### src/rtl/crc_pkg.sv
// Shared CRC-32 definitions used by both the generator and the checker.
package crc_pkg;

  localparam int              CRC_W      = 32;
  localparam logic [CRC_W-1:0] CRC32_POLY = 32'h04C11DB7;

  typedef enum logic [1:0] {
    IDLE,
    SHIFT,
    DONE
  } state_e;

endpackage

### src/rtl/crc_32_div_step.sv
// One MSB-first polynomial division step: shift one codeword bit into the remainder.
module crc_32_div_step
  import crc_pkg::*;
#(
  parameter logic [CRC_W-1:0] POLY = CRC32_POLY
) (
  input  logic [CRC_W-1:0] rem,
  input  logic             b,
  output logic [CRC_W-1:0] rem_next
);

  for (genvar gi = 0; gi < CRC_W; gi++) begin : g_bit
    if (gi == 0) begin : g_lsb
      assign rem_next[gi] = b ^ (rem[CRC_W-1] & POLY[gi]);
    end else begin : g_upper
      assign rem_next[gi] = rem[gi-1] ^ (rem[CRC_W-1] & POLY[gi]);
    end
  end

endmodule

### config.mk
export PLATFORM = sky130hd
export DESIGN_NAME = crc_32_div_step
export DESIGN_NICKNAME = d
export VERILOG_FILES = /design/src/rtl/crc_pkg.sv /design/src/rtl/crc_32_div_step.sv
export SDC_FILE = /design/constraint.sdc
export NUM_CORES = 1
export LEC_CHECK = 0
export ABC_AREA = 1
export BUFFER_PORTS_ARGS = -buffer_cell sky130_fd_sc_hd__buf_4
export CAP_MARGIN = 15
export CORE_AREA = 2 2 39 41
export DETAILED_ROUTE_END_ITERATION = 16
export DIE_AREA = 0 0 41 43
export PLACE_DENSITY = 0.89
export SETUP_SLACK_MARGIN = 0.02
export SYNTH_ARGS = -nofsm -noshare
export SYNTH_HDL_FRONTEND = slang
export SYNTH_SLANG_ARGS = --single-unit
export TNS_END_PERCENT = 100
### constraint.sdc
create_clock -name vclk -period 0.8
set_clock_uncertainty 0.15 [all_clocks]
set_input_delay 0 -clock vclk [all_inputs]
set_output_delay 0 -clock vclk [all_outputs]
set_load 0.005 [all_outputs]
==> run summary, run 1 <==
Antenna violations before repair - 0
Clock power frac - 0%
Grt met3 use - 0%
Slew @ Worst Pin - 0.134 ns
Min Tclk post-route - 0.712 ns
Sw frac - 38.1%
Seq Cell Count - 0
Initial DRC count - 5
Synthesized cell area - 370 µm²
Gr ovfl total - 0
Slew headroom - 91.1%
Fin crit share - 89.0%
Routed WL - 1.02 mm
# IOs - 65
Worst VDD drop - 0.212 mV
Final ANT Viol Nets - 0
Mapped Nets - 110
Pint - 203 µW
Area grow syn2layout - 74.0%
CLK BUF - 0
Comb power frac - 100.0%
Gate Count Post-Synth - 77
Final Max Slew Viols - 0
Setup-failing EPs final - 0
Starting Density - 26.8%
Die ar. - 0.00176 mm²
Largest net degree at the start of global routing - 15
Fmax - 1400 MHz
Post-Route Setup TNS - 0 ns
Post-DP HPWL - 727 µm
WP buf/inv - 1
First-pass GRT wire length - 1.37 mm
N_diodes - 0
Nets - 140
DRC errors left - 0
Drt via density - 4.08
Post-CTS setup buffer count - 0
Min-delay worst type - input port to output port
Slowest CP cell - dlygate4sd3_1
Cell variety after synth - 6
Routed via count - 494
Core area - 0.00138 mm²
Std cell rows - 14
Share of post-route cells with drive strength above 1 - 30.5%
Power Density - 509 mW/mm²
Static Leak - 0.000423 µW
Critical Path Start Type - input port
P_sw - 125 µW
Max_cap viols - 0
Seq/Total Area, Yosys - 0%
Tot GR Track Use - 10.2%
RSZ-0062 raised after global routing - false
Levels on crit path - 1
Hold Crit Depth - 4
Critical path, cell by cell - dlygate4sd3_1
Seq. cell area - 0 µm²
Number of global-route vias before repair - 361
CP endpoint kind - output port
Fin. Hold Viols - 0
Routing usage on met2 - 22.5%
Syn_area_per_cell - 4.81 µm²
Initial DRT Pass Iterations - 4
CP delay by family, top - buffers and inverters
Seq pwr share - 0%
Max FO, Critical Path - 1
Buffers on Ports - 29
Met1 usage - 9.49%
Critical Path Max Stage Delay - 0.56 ns
Min-Delay Endpoint - rem_next[12]
Chip width - 41 µm
Die Span Y - 43 µm
YS warnings - 0
Total chip power - 328 µW
Status - completed
CP required - 0.65 ns
Final estimated routing congestion in global placement - 0.654
Fillers - 149
GR peak layer - met2
Worst EP arrival - 0.56 ns
Hold Path Origin - rem[11]
Crit path kind - input port to output port
Per-cell routed wire length - 8.42 µm
[cell families after synthesis]
group,share of synthesized area [%]
AND/OR/NAND/NOR,43.2
buffers and inverters,56.8
[layer usage]
| metal | vias up | share of wire, % | wire length (µm) |
|---|---|---|---|
| li1 | 253 | - | - |
| met1 | 210 | 32 | 331 |
| met2 | 31 | 58 | 589 |
| met3 | 0 | 9.6 | 98 |
| met4 | 0 | 0 | 0 |
| met5 | - | 0 | 0 |
[synth_stat cells (all sizes together)]
library cell | count | area share, %
inv | 15 | 15
buf | 20 | 42
nand2 | 42 | 43
[worst max-delay path by stage]
stage               startpoint      endpoint  slack, ns
floorplan              rem[31]  rem_next[10]       0.35
global placement       rem[31]  rem_next[26]       0.09
detailed placement     rem[31]   rem_next[4]       0.06
CTS                    rem[31]   rem_next[4]       0.05
global route           rem[31]  rem_next[11]       0.06
finish                 rem[19]  rem_next[20]       0.09
[power groups by stage]
stage	logic, µW	registers [µW]	clock network, µW
3_3_place_gp	242	0	0
2_1_floorplan	168	0	0
5_1_grt	363	0	0
4_1_cts	331	0	0
6_report	328	0	0
3_5_place_dp	249	0	0
[cells in the final DEF (no fill, tap or decap), drive strengths merged]
cell type    count
nand2           42
buf             30
dlygate4sd3     18
inv             15
[per-stage QoR]
step           cells  worst slack [ns]  utilization [%]  hold slack, ns  cell area, µm²
3_5_place_dp     103            0.0598             33.4          -0.150             462
5_1_grt          121            0.0586             46.6           0.131             644
6_report         121            0.0880             46.6           0.123             644
4_1_cts          121            0.0544             46.4           0.125             642
3_3_place_gp     103            0.0853             33.4          -0.150             462
2_1_floorplan     77             0.353                -         -0.0692             370
[timing repair]
item	CTS	global route
setup endpoints to repair	0	4
hold buffers	18	0
hold endpoints to repair	18	0
gates resized for setup	0	2
[cell type report]
cell class,count,area [µm²],area share [%]
multi-input cells,42,160,24.9
repair buffers,48,405,62.9
well taps,16,20.0,3.11
inverters,15,58.8,9.13
Note: power is estimated with default switching activity, not from simulation.
==> inputs of run 2 (changes only) <==
--- a/config.mk
+++ b/config.mk
@@ -6,12 +6,12 @@
 export NUM_CORES = 1
 export LEC_CHECK = 0
 export ABC_AREA = 1
-export BUFFER_PORTS_ARGS = -buffer_cell sky130_fd_sc_hd__buf_4
 export CAP_MARGIN = 15
 export CORE_AREA = 2 2 39 41
 export DETAILED_ROUTE_END_ITERATION = 16
 export DIE_AREA = 0 0 41 43
-export PLACE_DENSITY = 0.89
+export DONT_BUFFER_PORTS = 1
+export PLACE_DENSITY = 0.47
 export SETUP_SLACK_MARGIN = 0.02
 export SYNTH_ARGS = -nofsm -noshare
 export SYNTH_HDL_FRONTEND = slang
==> run summary, run 2 (synthesis gave the netlist of run 1 again) <==
Most frequent cells in the layout - 41 x nand2_1, 18 x dlygate4sd3_1, 14 x inv_1
RSZ-0062 raised after global routing - false
Post-CTS Hold Buffers - 18 (unchanged)
Setup-failing EPs final - 0 (unchanged)
Post-CTS setup buffer count - 0 (unchanged)
Worst VDD drop - 0.127 mV (-40%)
Starting Density - 26.8% (unchanged)
WP buf/inv - 1 (unchanged)
Nets - 110 (-21%)
Max FO, Critical Path - 1 (unchanged)
Failing checks - negative hold slack
Chip width - 41 µm (unchanged)
Fmax - 1410 MHz (+0.47%)
Post_cts resized - 0 (unchanged)
Total chip power - 171 µW (-48%)
Fin crit share - 88.6% (-0.42 points)
Fin util - 30.1% (-16 points)
DRC errors left - 0 (unchanged)
Slew @ Worst Pin - 0.231 ns (+0.0974 ns)
First-pass GRT wire length - 814 µm (-40%)
Drt via density - 4.12 (+0.94%)
Buffers on Ports - 0 (-100%)
Static Leak - 0.000278 µW (-34%)
Final Max Slew Viols - 0 (unchanged)
Final ANT Viol Nets - 0 (unchanged)
Seq Cell Count - 0 (unchanged)
Routing usage on met2 - 13.8% (-8.8 points)
Fin. Hold Viols - 14 (+14)
Critical path, cell by cell - dlygate4sd3_1
CLK BUF - 0 (unchanged)
Worst Setup Slack, final - 0.0914 ns (+0.00336 ns)
Seq. cell area - 0 µm² (unchanged)
Critical Path Start Type - input port
Worst hold margin - -0.0614 ns (-0.185 ns)
Antenna violations before repair - 0 (unchanged)
Final estimated routing congestion in global placement - 0.548 (-16%)
Min-delay worst type - input port to output port
Max_cap viols - 0 (unchanged)
Slowest CP cell - dlygate4sd3_1
Routed via count - 375 (-24%)
Pre-CTS setup slack - 0.299 ns (+0.240 ns)
Share of post-route cells with drive strength above 1 - 2.67% (-28 points)
Status - finished, violations left
Critical Path Max Stage Delay - 0.56 ns (about the same)
Slew headroom - 84.6% (-6.5 points)
Min Tclk post-route - 0.709 ns (-0.00336 ns)
Worst EP arrival - 0.56 ns (about the same)
Initial DRC count - 1 (-4)
Tot GR Track Use - 6.09% (-4.1 points)
CP endpoint kind - output port
CP required - 0.65 ns (about the same)
Cell Area, Placed - 236 µm² (-49%)
Die Span Y - 43 µm (unchanged)
Number of global-route vias before repair - 238 (-34%)
GR peak layer - met2
Gr ovfl total - 0 (unchanged)
Core area - 0.00138 mm² (unchanged)
Per-cell routed wire length - 7.98 µm (-5.3%)
# IOs - 65 (unchanged)
CP delay by family, top - buffers and inverters
Std cell rows - 14 (unchanged)
N_diodes - 0 (unchanged)
Largest net degree at the start of global routing - 16 (+1)
Post-DP HPWL - 494 µm (-32%)
Area grow syn2layout - 12.5%
Power Density - 411 mW/mm² (-19%)
Crit path kind - input port to output port
Die ar. - 0.00176 mm² (unchanged)
Fin area - 417 µm² (-35%)
Commonest non-fill, non-tap cell in the layout - nand2_1
Post-Route Setup TNS - 0 ns (unchanged)
Routed WL - 726 µm (-29%)
Met1 usage - 5.38% (-4.1 points)
Grt met3 use - 0% (unchanged)
Initial DRT Pass Iterations - 3 (-1)
run 2: report_power, final:
group	leakage (µW)	switching, µW	total (µW)	internal, µW
clock	0	0	0	0
combinational	0.000278	79.3	171	91.8
sequential	0	0	0	0
run 2: per-layer routing:
layer	routed length [µm]	up-vias	part of all wire (%)
met4	0	0	0
met1	238	147	33
met3	116	0	16
met5	0	-	0
met2	371	36	51
li1	-	192	-
run 2: area by class of cell:
class	count	area, µm²
fillers	165	967
repair buffers	18	180
multi-input cells	42	160
inverters	15	56.3
well taps	16	20.0
run 2: worst paths after layout:
check | startpoint | end | slack, ns | depth (start not counted)
max | rem[14] | rem_next[15] | 0.09 | 1
min | b | rem_next[0] | -0.06 | 2
run 2: metrics by stage:
stage	hold WS (ns)	cells
CTS	-0.0581	91
global placement	-0.150	73
finish	-0.0614	91
global route	-0.0495	91
detailed placement	-0.150	73
floorplan	-0.0692	77
